## src/rtl/rx_xfer_sequencer.sv

```systemverilog
// Receive-path read transfer sequencer: accepts one read command and waits out the dummy cycles.
// It then launches the receiver FSM and ends the transfer with rd_done, or with csr_read_end on abort or watchdog expiry.
module rx_xfer_sequencer #(
  parameter int LEN_W   = 16,
  parameter int DUMMY_W = 5,
  parameter int TO_W    = 12
) (
  input  logic               mem_clk,
  input  logic               reset_n,
  input  logic               cmd_valid,
  output logic               cmd_ready,
  input  logic [LEN_W-1:0]   cmd_len,
  input  logic               cmd_ddr,
  input  logic               cmd_dlp,
  input  logic [DUMMY_W-1:0] cmd_dummy,
  input  logic [TO_W-1:0]    csr_timeout,
  input  logic               abort,
  input  logic               dlp_read_stop,
  input  logic               rx_beat_valid,
  output logic               ddr_en,
  output logic               instrn_dlp_en,
  output logic               read_instrn,
  output logic               rd_done,
  output logic               csr_read_end,
  output logic               busy,
  output logic               timeout_err
);

  typedef enum logic [2:0] {
    S_IDLE,
    S_DUMMY,
    S_TRAIN,
    S_DATA,
    S_DONE
  } state_t;

  state_t             state_q, state_d;
  logic [DUMMY_W-1:0] dummy_cnt_q, dummy_cnt_d;
  logic [LEN_W-1:0]   beat_cnt_q, beat_cnt_d;
  logic [TO_W-1:0]    wd_cnt_q, wd_cnt_d;
  logic [LEN_W-1:0]   len_q, len_d;
  logic               ddr_q, ddr_d;
  logic               dlp_q, dlp_d;
  logic               ddr_en_q, ddr_en_d;
  logic               instrn_dlp_en_q, instrn_dlp_en_d;
  logic               read_instrn_q, read_instrn_d;
  logic               rd_done_q, rd_done_d;
  logic               csr_read_end_q, csr_read_end_d;
  logic               busy_q, busy_d;
  logic               cmd_ready_q, cmd_ready_d;
  logic               timeout_err_q, timeout_err_d;

  logic               launch;
  logic [LEN_W-1:0]   launch_len;
  logic               launch_ddr;
  logic               launch_dlp;
  logic [TO_W:0]      wd_sum;
  logic               wd_expire;

  always_comb begin
    state_d         = state_q;
    dummy_cnt_d     = dummy_cnt_q;
    beat_cnt_d      = beat_cnt_q;
    wd_cnt_d        = wd_cnt_q;
    len_d           = len_q;
    ddr_d           = ddr_q;
    dlp_d           = dlp_q;
    ddr_en_d        = ddr_en_q;
    instrn_dlp_en_d = instrn_dlp_en_q;
    read_instrn_d   = 1'b0;
    rd_done_d       = 1'b0;
    csr_read_end_d  = 1'b0;
    timeout_err_d   = timeout_err_q;
    launch          = 1'b0;
    launch_len      = len_q;
    launch_ddr      = ddr_q;
    launch_dlp      = dlp_q;
    // Extra bit keeps the compare exact at the top of the counter range.
    wd_sum    = {1'b0, wd_cnt_q} + {{TO_W{1'b0}}, 1'b1};
    wd_expire = (csr_timeout != '0) && (wd_sum >= {1'b0, csr_timeout});

    unique case (state_q)
      S_IDLE: begin
        if (cmd_valid && cmd_ready_q) begin
          len_d         = cmd_len;
          ddr_d         = cmd_ddr;
          dlp_d         = cmd_dlp & cmd_ddr;
          timeout_err_d = 1'b0;
          launch_len    = cmd_len;
          launch_ddr    = cmd_ddr;
          launch_dlp    = cmd_dlp & cmd_ddr;
          if (cmd_dummy != '0) begin
            dummy_cnt_d = cmd_dummy;
            state_d     = S_DUMMY;
          end else begin
            launch = 1'b1;
          end
        end
      end
      S_DUMMY: begin
        if (abort) begin
          csr_read_end_d = 1'b1;
          state_d        = S_DONE;
        end else if (dummy_cnt_q == DUMMY_W'(1)) begin
          dummy_cnt_d = '0;
          launch      = 1'b1;
        end else begin
          dummy_cnt_d = dummy_cnt_q - DUMMY_W'(1);
        end
      end
      S_TRAIN: begin
        if (abort) begin
          csr_read_end_d = 1'b1;
          state_d        = S_DONE;
        end else if (dlp_read_stop) begin
          beat_cnt_d = len_q;
          wd_cnt_d   = '0;
          state_d    = S_DATA;
        end else if (wd_expire) begin
          csr_read_end_d = 1'b1;
          timeout_err_d  = 1'b1;
          state_d        = S_DONE;
        end else begin
          wd_cnt_d = wd_sum[TO_W-1:0];
        end
      end
      S_DATA: begin
        // The final beat outranks a simultaneous abort or watchdog expiry.
        if (rx_beat_valid && (beat_cnt_q == '0)) begin
          rd_done_d = 1'b1;
          state_d   = S_DONE;
        end else if (abort) begin
          csr_read_end_d = 1'b1;
          state_d        = S_DONE;
        end else if (rx_beat_valid) begin
          beat_cnt_d = beat_cnt_q - LEN_W'(1);
          wd_cnt_d   = '0;
        end else if (wd_expire) begin
          csr_read_end_d = 1'b1;
          timeout_err_d  = 1'b1;
          state_d        = S_DONE;
        end else begin
          wd_cnt_d = wd_sum[TO_W-1:0];
        end
      end
      S_DONE: begin
        ddr_en_d        = 1'b0;
        instrn_dlp_en_d = 1'b0;
        state_d         = S_IDLE;
      end
      default: state_d = S_IDLE;
    endcase

    if (launch) begin
      read_instrn_d   = 1'b1;
      ddr_en_d        = launch_ddr;
      instrn_dlp_en_d = launch_dlp;
      beat_cnt_d      = launch_len;
      wd_cnt_d        = '0;
      state_d         = launch_dlp ? S_TRAIN : S_DATA;
    end

    busy_d      = (state_d != S_IDLE);
    cmd_ready_d = (state_d == S_IDLE);
  end

  always_ff @(posedge mem_clk or negedge reset_n) begin
    if (!reset_n) begin
      state_q         <= S_IDLE;
      dummy_cnt_q     <= '0;
      beat_cnt_q      <= '0;
      wd_cnt_q        <= '0;
      len_q           <= '0;
      ddr_q           <= 1'b0;
      dlp_q           <= 1'b0;
      ddr_en_q        <= 1'b0;
      instrn_dlp_en_q <= 1'b0;
      read_instrn_q   <= 1'b0;
      rd_done_q       <= 1'b0;
      csr_read_end_q  <= 1'b0;
      busy_q          <= 1'b0;
      cmd_ready_q     <= 1'b1;
      timeout_err_q   <= 1'b0;
    end else begin
      state_q         <= state_d;
      dummy_cnt_q     <= dummy_cnt_d;
      beat_cnt_q      <= beat_cnt_d;
      wd_cnt_q        <= wd_cnt_d;
      len_q           <= len_d;
      ddr_q           <= ddr_d;
      dlp_q           <= dlp_d;
      ddr_en_q        <= ddr_en_d;
      instrn_dlp_en_q <= instrn_dlp_en_d;
      read_instrn_q   <= read_instrn_d;
      rd_done_q       <= rd_done_d;
      csr_read_end_q  <= csr_read_end_d;
      busy_q          <= busy_d;
      cmd_ready_q     <= cmd_ready_d;
      timeout_err_q   <= timeout_err_d;
    end
  end

  assign cmd_ready     = cmd_ready_q;
  assign ddr_en        = ddr_en_q;
  assign instrn_dlp_en = instrn_dlp_en_q;
  assign read_instrn   = read_instrn_q;
  assign rd_done       = rd_done_q;
  assign csr_read_end  = csr_read_end_q;
  assign busy          = busy_q;
  assign timeout_err   = timeout_err_q;

endmodule

```

## config.mk

```make
export PLATFORM = sky130hd
export DESIGN_NAME = rx_xfer_sequencer
export DESIGN_NICKNAME = d
export VERILOG_FILES = /design/src/rtl/rx_xfer_sequencer.sv
export SDC_FILE = /design/constraint.sdc
export NUM_CORES = 1
export LEC_CHECK = 0
export ABC_AREA = 1
export ABC_CLOCK_PERIOD_IN_PS = 2400
export BUFFER_PORTS_ARGS = -buffer_cell sky130_fd_sc_hd__clkbuf_2
export CAP_MARGIN = 15
export CORE_AREA = 2 2 75 130
export CTS_CLUSTER_DIAMETER = 60
export DETAILED_ROUTE_END_ITERATION = 10
export DIE_AREA = 0 0 77 132
export PLACE_DENSITY = 0.76
export SYNTH_ARGS = -nofsm -noshare
export SYNTH_HDL_FRONTEND = slang
export SYNTH_SLANG_ARGS = --single-unit
```

## constraint.sdc

```tcl
create_clock -name mem_clk -period 2.4 [get_ports mem_clk]
set_input_delay 0.24 -clock mem_clk [delete_from_list [all_inputs] [get_ports mem_clk]]
set_output_delay 0.24 -clock mem_clk [all_outputs]
set_load 0.005 [all_outputs]
```

==> results of run 1 <==
logic make-up after synthesis:
logic type               count (synthesis)  share of synthesized area
buffers and inverters                   92                    0.09645
AND/OR/NAND/NOR                        250                     0.2799
adder cells (fa/ha/maj)                 16                    0.05027
AO/OA/AOI/OAI                           86                     0.1483
flip-flops                              62                     0.3899
XOR/XNOR                                16                    0.03519
worst max-delay path by stage:
stage | startpoint | endpoint | slack (ps) | depth (start not counted)
5_1_grt | wd_cnt_q[0] | wd_cnt_q[4] | -510 | 17
4_1_cts | wd_cnt_q[0] | busy | -250 | 18
2_1_floorplan | wd_cnt_q[0] | busy | -30 | 18
6_report | wd_cnt_q[0] | wd_cnt_q[0] | -400 | 19
3_3_place_gp | wd_cnt_q[0] | busy | -380 | 17
3_5_place_dp | wd_cnt_q[0] | wd_cnt_q[10] | -470 | 16
layout make-up:
class	count	area [sq um]	area share
clock buffers	10	229.0	0.04352
clock inverters	6	38.79	0.007372
inverters	80	309.0	0.05874
multi-input cells	369	2364	0.4492
flip-flops and latches	62	1554	0.2954
well taps	120	150.1	0.02854
repair buffers	95	616.8	0.1172
power by group through the flow:
stage	registers [W]	clock network, W	logic (W)
global route	0.00193	0.00123	0.00323
floorplan	0.00181	0	0.00159
CTS	0.00186	0.00119	0.00264
detailed placement	0.00187	0	0.00235
finish	0.00187	0.00117	0.00291
global placement	0.00184	0	0.00226
what timing repair did:
item | in CTS | in global routing
gates cloned | 1 | 0
hold buffers | 0 | 0
endpoints found under the setup margin | 19 | 19
pin swaps | 16 | 20
setup buffers | 11 | 5
resized for setup | 29 | 45
registers in the layout, indices dropped and copies added, names as in the netlist:
register       flops
cmd_ready          1
state_q            3
ddr_en             1
len_q             16
read_instrn        1
dummy_cnt_q        5
dlp_q              1
csr_read_end       1
ddr_q              1
timeout_err        1
busy               1
instrn_dlp_en      1
rd_done            1
wd_cnt_q          12
beat_cnt_q        16
stage by stage:
step | utilization | setup slack [ps] | hold WS, ps | instances
CTS | 0.5557 | -246.7 | 119.3 | 737
finish | 0.5786 | -404.0 | 75.29 | 742
global placement | 0.4999 | -383.3 | 458.9 | 709
global route | 0.5786 | -511.2 | 134.9 | 742
floorplan | - | -27.40 | -55.59 | 522
detailed placement | 0.4999 | -469.1 | 467.1 | 709
cells in the final DEF, fill, tap and decap left out, drive strengths merged:
master      n
nor2       64
nand3      24
nor3b       1
dfstp       1
nor3        6
buf        47
o211ai     24
o21bai      1
clkinvlp    2
clkbuf     58
and3        1
o21a        1
nand4       3
xnor2       3
o22ai       4
clkinv      5
inv        79
xor2       13
a21boi      1
nand2     148
dfrtp      61
a21oi      16
o21ai      32
ha         16
nor4        4
o221ai      1
o311ai      4
a22oi       2
per-layer routing:
| metal | part of all wire | track usage |
|---|---|---|
| met4 | 0.049 | 0.1081 |
| met2 | 0.55 | 0.4098 |
| met5 | 0 | 0 |
| met3 | 0.034 | 0.04178 |
| met1 | 0.37 | 0.2307 |
==> results_dict.tcl, run 1 <==
set metrics [dict create \
    drv_cap 0 \
    grt_max_degree 63 \
    synth.yosys.seq_area_share 0.3899 \
    fillerInstances 815 \
    critPathCaptureType "flip-flop" \
    arrival_ps 3010 \
    drt_iter0_markers 166 \
    clkTransAtPathRegs_ps 50 \
    vias_per_cell 5.159 \
    cts_max_path_buffers 2 \
    vdd_drop_max_v 0.0005581 \
    reg2reg_from "wd_cnt_q[0]" \
    p_clk_frac 0.196 \
    drv_slew 0 \
    start_kind "flip-flop" \
    relSlewSlack 0.4554 \
    setup_viol 19 \
    path_delay_family "simple AND/OR/NAND/NOR gates" \
    path_buf_inv 3 \
    postPlaceCellArea_sq_mm 0.004546 \
    clkLatencyLatePin_ps 340 \
    synth_top_area_frac 0.3833 \
    place_hpwl_microns 7555 \
    yosys_most_used_dff "dfrtp_1" \
    clock-sinks 62 \
    syn_inst 522 \
    yosys-top-cells-area "dfrtp_1 (38%), nand2_1 (13%), inv_1 (6.4%)" \
    synth.top_cells.by_count "nand2_1 (143), inv_1 (68), dfrtp_1 (61)" \
    p_total_w 0.005942 \
    skew_ps 5.405 \
    pwr-share-seq 0.315 \
    worst_ep_required_time_ps 2610 \
    cts_tree "done" \
    p_comb_frac 0.489 \
    drive_gt1_frac 0.3441 \
    synth_edf_count 0 \
    grt_overflow 0 \
    cp_cell_sequence "ha_2 > nand2_2 > nor2_4 > buf_6 > nand3_2 > xor2_1 > inv_2 > ha_4 > nand2_2 > nand2_1 > a21oi_2 > nand2_2 > nand2_2 > nand3_4 > nand2_4 > buf_12 > nand2_8 > xor2_1 > nor2_1" \
    wire_per_inst_microns 14.90 \
    synth-seq-cells 62 \
    initial_utilization 0.4379 \
    dieArea_sq_mm 0.01016 \
    syn_avg_cell_area_sq_um 7.629 \
    synth_area_leader_cell "dfrtp_1" \
    final.setup.tns_ps -6344 \
    rows 46 \
    worst_slew_pin_slew_ps 816.8 \
    antenna_left 0 \
    gp_congestion 0.8810 \
    worst_path_most_repeated_cell "nand2_2" \
    grt_setup_unrepaired "yes" \
    synthArstFlopShare 1.000 \
    port_buffers 48 \
    violations "negative setup slack" \
    synth.most_common_cell "nand2_1" \
    switching_share 0.4160 \
    path_class "reg -> reg" \
    r2r_cells 19 \
    synth_fp_nets 579 \
    htreeDepth 3 \
    drt_drc_violations_left 0 \
    fmax_mhz 356.6 \
    p_int_w 0.003470 \
    area_delta_synth_final_pct 32.11 \
    ys_warn_count 0 \
    track_usage 0.2196 \
    antenna_found_initial 0 \
    timing.final.ws_setup_ps -404.0 \
    hold_violations 0 \
    grt_pass1_wl_microns 17960 \
    final_nets 674 \
    antenna_cells 0 \
    hold_class "in -> async" \
    timing.final.crit_share 1.168 \
    powerDensity_mw_per_mm2 1129 \
    critPathMaxFanout 8 \
    r2r-end "wd_cnt_q[0]" \
    die_w_microns 77 \
    num_vias 3828 \
    max_stage_delay_ps 420 \
    outcome "finished, violations left" \
    wirelength_microns 11050 \
    fin_area_sq_mm 0.005261 \
    reg2reg_slack_ps -400 \
    io_pins 49 \
    grt_pass1_vias 4006 \
    critPathSlowestCell "dfrtp_1" \
    netlist_area_sq_mm 0.003983 \
    fp.dieH_microns 132 \
    core_area_sq_mm 0.009094 \
    cts_root_buf "clkbuf_16" \
    power.leakage_nw 2.705 \
    drt_pre_antenna_iters 4 \
    synth_cell_types 43 \
    p_sw_w 0.002472 \
    period_needed_ps 2804 \
    numCtsBuffers 9 \
]
Power figures use the tool's default switching activity.
==> inputs of run 2 (changes only) <==
- PLACE_DENSITY: 0.76 -> 0.64
==> results_dict.tcl, run 2 (same netlist as run 1, synthesis figures left out) <==
set metrics [dict create \
    grt_setup_unrepaired "yes" \
    rows 46 \
    core_area_sq_mm 0.009094 \
    start_kind "flip-flop" \
    holdPathStages 3 \
    r2r_cells 17 \
    grt_max_degree 48 \
    wire_per_inst_microns 14.50 \
    antenna_left 0 \
    relSlewSlack 0.7049 \
    track_usage 0.2135 \
    skew_ps 4.898 \
    power.leakage_nw 2.755 \
    fin_area_sq_mm 0.005398 \
    fmax_mhz 373.6 \
    arrival_ps 2900 \
    antenna_found_initial 0 \
    top_regs "beat_cnt_q: 16 flops, len_q: 16 flops, wd_cnt_q: 12 flops" \
    grtUsageMet2 0.4059 \
    fp.dieH_microns 132 \
    final_cells 745 \
    reg2reg_from "wd_cnt_q[0]" \
    drv_cap 0 \
    grt-busiest-layer "met2" \
    vdd_drop_max_v 0.0006964 \
    grt_pass1_wl_microns 17080 \
    grtUsageMet3 0.03904 \
    port_buffers 48 \
    final_nets 677 \
    outcome "finished, violations left" \
    worst_slew_pin_slew_ps 442.7 \
    io_pins 49 \
    path_class "reg -> reg" \
    critPathCaptureType "flip-flop" \
    wirelength_microns 10800 \
    drive_gt1_frac 0.3392 \
    drv_slew 0 \
    num_vias 3760 \
    clkTransAtPathRegs_ps 50 \
    hold_violations 0 \
    cts_root_buf "clkbuf_16" \
    critPathMaxFanout 8 \
    cp_cell_sequence "nand3_2 > nor2_4 > nand3_2 > nor3b_2 > xor2_1 > inv_1 > ha_4 > nand3_4 > nor3_4 > nand3_2 > nand3_4 > nand2_4 > buf_12 > nand2_8 > inv_8 > o21ai_1 > nor2_1" \
    cts_max_path_buffers 2 \
    drt_pre_antenna_iters 4 \
    timing.final.ws_setup_ps -276.9 \
    hp-start "cmd_len[7]" \
    area_delta_synth_final_pct 35.53 \
    dp.cells 713 \
    drt_drc_violations_left 0 \
    min_to "len_q[7]" \
    place_hpwl_microns 7533 \
    max_stage_delay_ps 400 \
    critPathSlowestCell "dfrtp_1" \
    drt_iter0_markers 159 \
    most-common-layout-cells "nand2_1 (127), inv_1 (66), dfrtp_1 (61)" \
    initial_utilization 0.4379 \
    antenna_cells 0 \
    grt_overflow 0 \
    postPlaceCellArea_sq_mm 0.004601 \
    final.setup.tns_ps -3935 \
    dieArea_sq_mm 0.01016 \
    violations "negative setup slack" \
    die_w_microns 77 \
    use_met1 0.2199 \
    numCtsBuffers 9 \
    powerDensity_mw_per_mm2 1138 \
    worst_ep_required_time_ps 2620 \
    reg2reg_slack_ps -280 \
    period_needed_ps 2677 \
    vias_per_cell 5.047 \
    clkLatencyLatePin_ps 330 \
    final_common_cell "nand2_1" \
    clock-sinks 62 \
    r2r-end "wd_cnt_q[4]" \
    cts_tree "done" \
    worst_path_most_repeated_cell "nand3_2" \
    hold_class "in -> reg" \
    setup_viol 19 \
    gp_congestion 0.9024 \
    htreeDepth 3 \
    grt_pass1_vias 3770 \
    timing.final.crit_share 1.115 \
]
run 2: cell count changes in the layout (fill, tap and decap cells not counted), sizes merged:
cell         delta
buf             +2
bufinv          +2
clkbuf          +2
clkinv          -2
clkinvlp        -2
dlygate4sd3     +1
run 2: worst max-delay path: cells and delay by family, from the launching register on:
family / cells / cell delay (ps)
fa+ha+maj: 1 / 290
flops: 1 / 400
simple gates: 11 / 1270
buf+inv: 3 / 320
xor+xnor: 1 / 160
compound gates: 1 / 120
run 2: repair_timing:
action	in CTS	in global routing
pin swaps	14	21
gates cloned	0	1
endpoints found under the hold margin	14	0
hold buffers	1	0
buffers inserted	7	7
gates resized for setup	35	41
endpoints found under the setup margin	19	19
run 2: metal layers:
| layer | up-vias | routed length (microns) | share of wire |
|---|---|---|---|
| met4 | 0 | 379 | 0.035 |
| met1 | 1758 | 3977 | 0.37 |
| li1 | 1886 | - | - |
| met3 | 28 | 354 | 0.033 |
| met2 | 88 | 6091 | 0.56 |
| met5 | - | 0 | 0 |
run 2: stage by stage:
stage | utilization | total power [W] | worst slack, ps | hold slack (ps)
3_5_place_dp | 0.5059 | 0.004224 | -440.5 | 213.3
3_3_place_gp | 0.5059 | 0.004170 | -300.8 | 208.2
6_report | 0.5936 | 0.006144 | -276.9 | 126.5
4_1_cts | 0.5632 | 0.005816 | -238.2 | 118.4
5_1_grt | 0.5936 | 0.006611 | -427.8 | 137.0
2_1_floorplan | - | 0.003398 | -27.40 | -55.59
run 2: cell type report:
type / count / area, sq um
sequential: 62 / 1553
multi-input combinational: 369 / 2402
inverter: 80 / 309.0
timing repair buffer: 98 / 666.9
clock buffer: 12 / 246.5
clock inverter: 4 / 70.07
fill: 852 / 3696
tap: 120 / 150.1
run 2: worst max path at each step:
stage	startpoint	endpoint	slack, ps	depth (start not counted)
2_1_floorplan	wd_cnt_q[0]	busy	-30	18
3_3_place_gp	wd_cnt_q[0]	busy	-300	18
3_5_place_dp	wd_cnt_q[0]	wd_cnt_q[1]	-440	17
4_1_cts	wd_cnt_q[0]	busy	-240	17
5_1_grt	wd_cnt_q[0]	cmd_ready	-430	19
6_report	wd_cnt_q[0]	wd_cnt_q[4]	-280	17
run 2: where the power goes:
group / internal [W] / switching (W) / total, W
clock network: 0.000933 / 0.000448 / 0.00138
logic: 0.00129 / 0.00162 / 0.00291
registers: 0.00152 / 0.000329 / 0.00185
==> inputs of run 3 (changes only) <==
- CTS_BUF_LIST: unset -> sky130_fd_sc_hd__clkbuf_2
==> results_dict.tcl, run 3 (same netlist as run 1, synthesis figures left out) <==
set metrics [dict create \
    outcome "finished, violations left" \
    violations "negative setup slack" \
    powerDensity_mw_per_mm2 1017 \
    grt_pass1_vias 3762 \
    area_delta_synth_final_pct 34.72 \
    io_pins 49 \
    final_nets 695 \
    cts_root_buf "clkbuf_2" \
    grt_max_degree 48 \
    relSlewSlack 0.6965 \
    path_class "reg -> reg" \
    num_vias 3861 \
    gp_congestion 0.9024 \
    hold_violations 0 \
    routed.top_layer "met4" \
    initial_utilization 0.4379 \
    clkLatencyLatePin_ps 520 \
    wl_met2_microns 6033 \
    fillerInstances 871 \
    cts_tree "done" \
    start_kind "flip-flop" \
    final_common_cell "nand2_1" \
    drt_iter0_markers 115 \
    die_w_microns 77 \
    vdd_drop_max_v 0.0005876 \
    port_buffers 48 \
    htreeDepth 3 \
    met1_length_microns 4035 \
    power.leakage_nw 2.755 \
    skew_ps 22.95 \
    antenna_left 0 \
    vias_per_cell 5.054 \
    antenna_found_initial 1 \
    worst_ep_required_time_ps 2820 \
    fp.dieH_microns 132 \
    period_needed_ps 2701 \
    worst_slew_pin_slew_ps 455.3 \
    drive_gt1_frac 0.3142 \
    place_hpwl_microns 7533 \
    drv_slew 0 \
    final.setup.tns_ps -4468 \
    most-common-layout-cells "nand2_1 (133), inv_1 (67), dfrtp_1 (61)" \
    numCtsBuffers 9 \
    arrival_ps 3120 \
    timing.final.crit_share 1.125 \
    track_usage 0.2097 \
    critPathMaxFanout 8 \
    grt_setup_unrepaired "yes" \
    wl_met3_microns 300 \
    drt_pre_antenna_iters 6 \
    setup_viol 19 \
    drv_cap 0 \
    dp.cells 713 \
    critPathCaptureType "flip-flop" \
    final_cells 764 \
    core_area_sq_mm 0.009094 \
    top_regs "beat_cnt_q: 16 flops, len_q: 16 flops, wd_cnt_q: 12 flops" \
    hold_class "in -> reg" \
    wirelength_microns 10650 \
    fmax_mhz 370.2 \
    dieArea_sq_mm 0.01016 \
    grt_pass1_wl_microns 16950 \
    clkTransAtPathRegs_ps 180 \
    grt_overflow 0 \
    timing.final.ws_setup_ps -301.1 \
    wire_per_inst_microns 13.94 \
    cts_max_path_buffers 2 \
    drt_drc_violations_left 0 \
    clock-sinks 62 \
    rows 46 \
    pre_cts_ws_ps -440.5 \
    fin_area_sq_mm 0.005365 \
    postPlaceCellArea_sq_mm 0.004601 \
]
-- run 3: path summary, 6_finish.rpt --
| check | start | to | slack [ps] | depth (start not counted) |
|---|---|---|---|---|
| max | wd_cnt_q[0] | wd_cnt_q[10] | -300 | 17 |
| min | cmd_dummy[2] | dummy_cnt_q[2] | 70 | 5 |
| max reg2reg | wd_cnt_q[0] | wd_cnt_q[10] | -300 | 17 |
| min reg2reg | ddr_q | ddr_q | 510 | 2 |
| max in group asynchronous | reset_n | len_q[8] | 1580 | 3 |
| min in group asynchronous | reset_n | csr_read_end | 200 | 2 |
-- run 3: worst max-delay path, cell delays in order, from the launching register on --
cell     delay (ps)
dfrtp_1         440
nand3_2         120
nor2_4          170
nand3_2         100
nor3b_2         210
xor2_1          160
inv_1            90
ha_4            290
nand3_4          80
nor3_4          120
nand3_2         110
nand3_4         150
nand2_8          80
buf_12          150
nand2_8         100
inv_8            70
o21ai_2         100
nor2_1           50
-- run 3: layout make-up --
cell class | instances | area [sq um] | area share
repair buffers | 116 | 840.8 | 0.1567
inverters | 80 | 309.0 | 0.05760
clock buffers | 11 | 55.05 | 0.01026
flip-flops and latches | 62 | 1553 | 0.2894
well taps | 120 | 150.1 | 0.02799
multi-input cells | 369 | 2381 | 0.4438
diodes | 1 | 2.502 | 0.0004664
clock inverters | 5 | 73.82 | 0.01376
-- run 3: stage by stage --
step                hold slack, ps  total power (W)  utilization
floorplan                   -55.59         0.003398            -
finish                       74.87         0.005457       0.5900
global route                 48.38         0.005916       0.5900
detailed placement           213.3         0.004224       0.5059
global placement             208.2         0.004170       0.5059
CTS                          32.01         0.005137       0.5605
-- run 3: report_power, final --
group	switching, W	leakage (nW)	internal (W)
Clock	0.000393	0.0834	0.000347
Sequential	0.000329	0.773	0.00151
Combinational	0.00159	1.90	0.00128
Total	0.00232	2.75	0.00314
-- run 3: routing by layer --
metal	vias up	track usage
li1	1928	-
met1	1828	0.2214
met2	80	0.4016
met3	25	0.03151
met4	0	0.09226
met5	-	0
-- run 3: repair_timing --
| action | CTS | global route |
|---|---|---|
| hold buffers | 21 | 0 |
| cloned | 0 | 1 |
| endpoints found under the hold margin | 35 | 0 |
| setup endpoints to repair | 19 | 19 |
| pin swaps | 12 | 20 |
| setup buffers | 5 | 7 |
| gates resized for setup | 28 | 36 |
